<file path="src/rtl/alarm_ctrl_pkg.sv">
// Shared definitions for the alarm controller: state encoding, the alarm-set UI mode
// and the width of the seconds timer.
package alarm_ctrl_pkg;

    typedef enum logic [1:0] {
        StDisarmed = 2'd0,
        StArmed    = 2'd1,
        StRinging  = 2'd2,
        StSnooze   = 2'd3
    } alarm_state_e;

    localparam logic [3:0]  MODE_ALARM_SET = 4'b0101;
    localparam int unsigned TIMER_W        = 9;
    localparam int unsigned TIMER_MAX      = (1 << TIMER_W) - 1;

endpackage

</file>
<file path="src/rtl/alarm_sec_timer.sv">
// Loadable seconds down-counter shared by the ringing and snooze phases.
// done pulses on the tick that takes the count from 1 to 0.
module alarm_sec_timer
    import alarm_ctrl_pkg::*;
(
    input  logic               clk,
    input  logic               rst,
    input  logic               clr,
    input  logic               load,
    input  logic [TIMER_W-1:0] load_val,
    input  logic               tick,
    output logic               done
);

    logic [TIMER_W-1:0] count_q;

    always_ff @(posedge clk) begin
        if (rst || clr) begin
            count_q <= '0;
        end else if (load) begin
            count_q <= load_val;
        end else if (tick && (count_q != '0)) begin
            count_q <= count_q - 1'b1;
        end
    end

    assign done = tick && (count_q == TIMER_W'(1));

endmodule

</file>
<file path="src/rtl/alarm_ctrl.sv">
// Alarm controller: arms, rings on a fresh time match, auto-dismisses after RING_SECS ticks.
// Define ALARM_SNOOZE_EN to enable the snooze button (NUM_SYNC[0]) and the SNOOZE state.
module alarm_ctrl
    import alarm_ctrl_pkg::*;
#(
    parameter int unsigned RING_SECS   = 60,
    parameter int unsigned SNOOZE_SECS = 300,
    parameter int unsigned SNOOZE_MAX  = 3
) (
    input  logic       CLK,
    input  logic       RESET,
    input  logic       TICK_1HZ,
    input  logic       MERIDIEM,
    input  logic [6:0] HOUR,
    input  logic [6:0] MIN,
    input  logic [6:0] SEC,
    input  logic       A_MERIDIEM,
    input  logic [6:0] A_HOUR,
    input  logic [6:0] A_MIN,
    input  logic [6:0] A_SEC,
    input  logic       ALARM_EN,
    input  logic [3:0] MODE,
    input  logic [3:0] NUM_SYNC,
    output logic [1:0] STATE,
    output logic       RING,
    output logic       BUZZ,
    output logic [1:0] SNOOZE_CNT
);

    if (RING_SECS == 0 || RING_SECS > TIMER_MAX) begin : g_bad_ring_secs
        $error("RING_SECS must be in 1..511");
    end
    if (SNOOZE_SECS == 0 || SNOOZE_SECS > TIMER_MAX) begin : g_bad_snooze_secs
        $error("SNOOZE_SECS must be in 1..511");
    end
    // SNOOZE_CNT is two bits wide, so the cap cannot exceed 3.
    if (SNOOZE_MAX == 0 || SNOOZE_MAX > 3) begin : g_bad_snooze_max
        $error("SNOOZE_MAX must be in 1..3");
    end

    alarm_state_e       state_q;
    logic               match, match_q, trigger, beat_q;
    logic               snooze_req, dismiss;
    logic               go_ring, go_snooze, go_armed;
    logic               tmr_load, tmr_tick, tmr_done;
    logic [TIMER_W-1:0] tmr_load_val;
    logic               unused_num;

    assign unused_num = ^NUM_SYNC[2:1];

    assign match   = (MERIDIEM == A_MERIDIEM) && (HOUR == A_HOUR) &&
                     (MIN == A_MIN) && (SEC == A_SEC);
    assign trigger = match && !match_q && (MODE != MODE_ALARM_SET);

`ifdef ALARM_SNOOZE_EN
    localparam logic [1:0] SnoozeMax = 2'(SNOOZE_MAX);
    logic [1:0] snooze_cnt_q;
    assign snooze_req = NUM_SYNC[0] && !NUM_SYNC[3] && (snooze_cnt_q < SnoozeMax);
    assign SNOOZE_CNT = snooze_cnt_q;
`else
    assign snooze_req = 1'b0;
    assign SNOOZE_CNT = 2'b00;
`endif

    // A snooze press with no snoozes left counts as a dismiss.
    assign dismiss = NUM_SYNC[3] || (NUM_SYNC[0] && !snooze_req);

    always_comb begin
        go_ring   = 1'b0;
        go_snooze = 1'b0;
        go_armed  = 1'b0;
        unique case (state_q)
            StDisarmed: ;
            StArmed:    go_ring = trigger;
            StRinging: begin
                if (snooze_req)                go_snooze = 1'b1;
                else if (dismiss || tmr_done)  go_armed  = 1'b1;
            end
            StSnooze: begin
                if (NUM_SYNC[3])               go_armed  = 1'b1;
                else if (tmr_done)             go_ring   = 1'b1;
            end
        endcase
    end

    assign tmr_load     = go_ring || go_snooze;
    assign tmr_load_val = go_snooze ? TIMER_W'(SNOOZE_SECS) : TIMER_W'(RING_SECS);
    assign tmr_tick     = TICK_1HZ && ((state_q == StRinging) || (state_q == StSnooze));

    alarm_sec_timer u_timer (
        .clk      (CLK),
        .rst      (RESET),
        .clr      (!ALARM_EN),
        .load     (tmr_load),
        .load_val (tmr_load_val),
        .tick     (tmr_tick),
        .done     (tmr_done)
    );

    // match_q resets high so a match already present at reset release is not an edge.
    always_ff @(posedge CLK) begin
        if (RESET) begin
            state_q <= StDisarmed;
            beat_q  <= 1'b0;
            match_q <= 1'b1;
`ifdef ALARM_SNOOZE_EN
            snooze_cnt_q <= 2'b00;
`endif
        end else begin
            match_q <= match;
            if (!ALARM_EN) begin
                state_q <= StDisarmed;
                beat_q  <= 1'b0;
`ifdef ALARM_SNOOZE_EN
                snooze_cnt_q <= 2'b00;
`endif
            end else begin
                if (TICK_1HZ) beat_q <= !beat_q;
                if (state_q == StDisarmed) begin
                    state_q <= StArmed;
                end else if (go_ring) begin
                    state_q <= StRinging;
                    beat_q  <= 1'b1;
                end else if (go_snooze) begin
                    state_q <= StSnooze;
`ifdef ALARM_SNOOZE_EN
                    snooze_cnt_q <= snooze_cnt_q + 2'd1;
`endif
                end else if (go_armed) begin
                    state_q <= StArmed;
`ifdef ALARM_SNOOZE_EN
                    snooze_cnt_q <= 2'b00;
`endif
                end
            end
        end
    end

    assign STATE = state_q;
    assign RING  = (state_q == StRinging);
    assign BUZZ  = RING && beat_q;

endmodule

</file>
<file path="config.mk">
export PLATFORM = sky130hd
export DESIGN_NAME = alarm_ctrl
export DESIGN_NICKNAME = d
export VERILOG_FILES = /design/src/rtl/alarm_ctrl_pkg.sv /design/src/rtl/alarm_sec_timer.sv /design/src/rtl/alarm_ctrl.sv
export SDC_FILE = /design/constraint.sdc
export NUM_CORES = 1
export LEC_CHECK = 0
export BUFFER_PORTS_ARGS = -buffer_cell sky130_fd_sc_hd__buf_4
export CORE_AREA = 2 2 44 62
export CTS_BUF_LIST = sky130_fd_sc_hd__clkbuf_8
export DETAILED_ROUTE_END_ITERATION = 12
export DIE_AREA = 0 0 46 64
export HOLD_SLACK_MARGIN = 0.15
export PLACE_DENSITY = 0.87
export SETUP_SLACK_MARGIN = 0.05
export SKIP_LAST_GASP = 1
export SYNTH_ARGS = -nofsm -noshare
export SYNTH_HDL_FRONTEND = slang
export SYNTH_SLANG_ARGS = --single-unit
</file>
<file path="constraint.sdc">
create_clock -name CLK -period 2.1 [get_ports CLK]
set_input_delay 0.315 -clock CLK [delete_from_list [all_inputs] [get_ports CLK]]
set_output_delay 0.315 -clock CLK [all_outputs]
set_load 0.02 [all_outputs]
</file>
==> impl_metrics.toml <==
[grt]
grt_pass1_vias = 1250
grt_pass1_wl_um = 4770
grt_antenna_before_repair = 0
grt_max_degree = 9
overflow = 0
grt_util_all_layers = 0.214

[route]
drt_iter0_markers = 26
drcViolationCount = 0
avgViaCountPerCell = 5.53
drtAntennaViolNets = 0
totalWireLength_um = 2760
wire_per_inst_um = 13.4
drt_pre_antenna_iters = 4
num_vias = 1139

[min_path]
hold_class = "input port to flop"

[clock_tree]
root_buffer = "clkbuf_8"
tritoncts = "done"
clk_pin_slew_worst_paths_ns = 0.05
post_cts_buffers = 0
post_cts_resized = 0
cts.sinks = 13
h-tree-depth = 1
cts_buffers = 3
postCtsHoldBufs = 0
clock_latency_ns = 0.25
cts_buffer_depth = 2

[sta]
hold_viol = 0
finClkSkew_ns = 0.00378
hold_ws_ns = 0.270
final_max_slew_viol_count = 0
period_needed_ns = 1.94
finalCritPeriodShare = 0.925
setup_viol = 0
rsz0062_at_grt = "false"
finalSetupTns_ns = 0
fmax_mhz = 515

[logic_synthesis]
synth_edf_count = 0
ys_seq_area_frac = 0.251
ys_async_sr_fraction = 0
ys_seq_elements = 13
syn_area_um2 = 1040
ys.flop_type = "dfxtp_1"
avgSynthCellArea_um2 = 8.44
syn_inst = 123
synth_cell_type_count = 36
synth_warnings = 0

[final_layout]
layout-drive-gt1-share = 0.383
finalInstanceArea_um2 = 1530
area_delta_synth_final_pct = 47.2
n_antenna_cell = 0
fillers = 210
nets = 243

[setup_path]
crit_fanout = 7
crit_path_start_kind = "flop"
arrival_ns = 2.10
cp_num_buf_inv = 0
end_kind = "flop"
crit_family = "compound AO/OA/AOI/OAI gates"
crit_chain = "or4_4 > o41a_4 > nand2_1 > xor2_1 > a221oi_1"
cpPeakStageDelay_ns = 0.56
worstPathRequired_ns = 2.26
critPathSlowestCell = "or4_4"
worst-setup-path-type = "flop to flop"

[floorplan]
die_height_um = 64
die_area_um2 = 2940
rows = 21
ios = 62
die_w_um = 46
start_util = 0.439
core_area_um2 = 2360

[power_and_ir_drop]
vdd_drop_max_mv = 0.246
p_total_mw = 0.632
powerDensity_nw_per_um2 = 414
leakage_nw = 0.635

[outcome]
status = "complete, no violations"

[place]
placed_area_um2 = 1480
place_congestion = 0.875
dp_hpwl_um = 2410
port_buffers = 57

[job]
maxCapViolCount = 0
==> final cells by class <==
class / count / area, µm² / share of cell area
clock buffer: 3 / 41.3 / 0.0270
clock inverter: 1 / 3.75 / 0.00245
inverter: 4 / 15.0 / 0.00982
multi-input combinational: 103 / 737 / 0.482
sequential: 13 / 260 / 0.170
tap: 23 / 28.8 / 0.0188
timing repair buffer: 59 / 443 / 0.290
==> state kept, by name, indices dropped and copies added, names as in the netlist <==
name	flops
STATE	2
beat_q	1
match_q	1
u_timer.count_q	9
==> per-stage QoR <==
| step | cells | setup WS [ns] | utilization |
|---|---|---|---|
| after detailed placement | 202 | 0.166 | 0.628 |
| after global placement | 202 | 0.212 | 0.628 |
| after CTS | 206 | 0.152 | 0.647 |
| after global routing | 206 | 0.0700 | 0.647 |
| final | 206 | 0.157 | 0.647 |
| after floorplan | 124 | 0.201 | - |
==> worst register-to-register path, stage by stage, from the launching register on <==
cell and delay [ns]:
dfxtp_1 0.37, or4_4 0.56, o41a_4 0.49, nand2_1 0.10, xor2_1 0.06, a221oi_1 0.27
==> cell usage after synthesis, types with 2 or more instances <==
cell type | count | share of area
xnor2_1 | 25 | 0.21
nor2_1 | 16 | 0.058
dfxtp_1 | 13 | 0.25
nor3_1 | 8 | 0.039
nand4_1 | 6 | 0.036
a21oi_1 | 4 | 0.019
a31oi_1 | 4 | 0.024
nand2_1 | 4 | 0.014
xor2_1 | 4 | 0.034
ha_1 | 3 | 0.036
inv_1 | 3 | 0.011
a221oi_1 | 2 | 0.017
a31o_2 | 2 | 0.017
and2_1 | 2 | 0.012
buf_4 | 2 | 0.014
nand2b_1 | 2 | 0.012
nor2b_1 | 2 | 0.012
nor4_1 | 2 | 0.012
o31ai_1 | 2 | 0.014
==> cell usage in the layout, fill, tap and decap left out, types with 2 or more instances in the layout <==
cell type / n
buf_4: 59
xnor2_1: 25
nor2_1: 16
dfxtp_1: 13
nor3_1: 8
nand4_1: 6
inv_1: 4
nand2_1: 4
a31oi_1: 4
xor2_1: 4
a21oi_1: 4
ha_1: 3
clkbuf_8: 3
and2_1: 2
nor4_1: 2
a31o_2: 2
nand2b_1: 2
nor2b_1: 2
a221oi_1: 2
o31ai_1: 2
conb_1: 2
==> routing by layer <==
metal  vias to the layer above  global-route usage  wire length, µm
met5                         -                   0                0
met2                        67               0.384             1530
met3                         9              0.0395              261
met1                       508               0.216              886
met4                         0               0.114               80
li1                        555                   -                -
==> power by group <==
| part | switching (mW) | total, mW | internal, mW |
|---|---|---|---|
| clock network | 0.0928 | 0.222 | 0.129 |
| logic | 0.0551 | 0.157 | 0.102 |
| registers | 0.00282 | 0.253 | 0.250 |
==> cell families (layout without fill, tap and decap cells) <==
family                   count (synthesis)  in the layout  share of synthesized area
AND/OR/NAND/NOR                         46             46                      0.243
XOR/XNOR                                29             29                      0.245
AO/OA/AOI/OAI                           23             23                      0.178
flip-flops                              13             13                      0.251
buffers and inverters                    8             67                     0.0434
adder cells (fa/ha/maj)                  3              3                     0.0361
other                                    1              2                    0.00361
==> path summary, 6_finish.rpt <==
| path | from | end | slack, ns | depth (start not counted) |
|---|---|---|---|---|
| worst max-delay path | u_timer.count_q[4]$_SDFFE_PP0P_ | u_timer.count_q[2]$_SDFFE_PP0P_ | 0.16 | 5 |
| worst max register to register | u_timer.count_q[4]$_SDFFE_PP0P_ | u_timer.count_q[2]$_SDFFE_PP0P_ | 0.16 | 5 |
| worst min register to register | u_timer.count_q[7]$_SDFFE_PP0P_ | u_timer.count_q[7]$_SDFFE_PP0P_ | 0.53 | 2 |
| worst min-delay path | RESET | match_q$_SDFF_PP1_ | 0.27 | 2 |
Note: power is estimated with default switching activity, not from simulation.
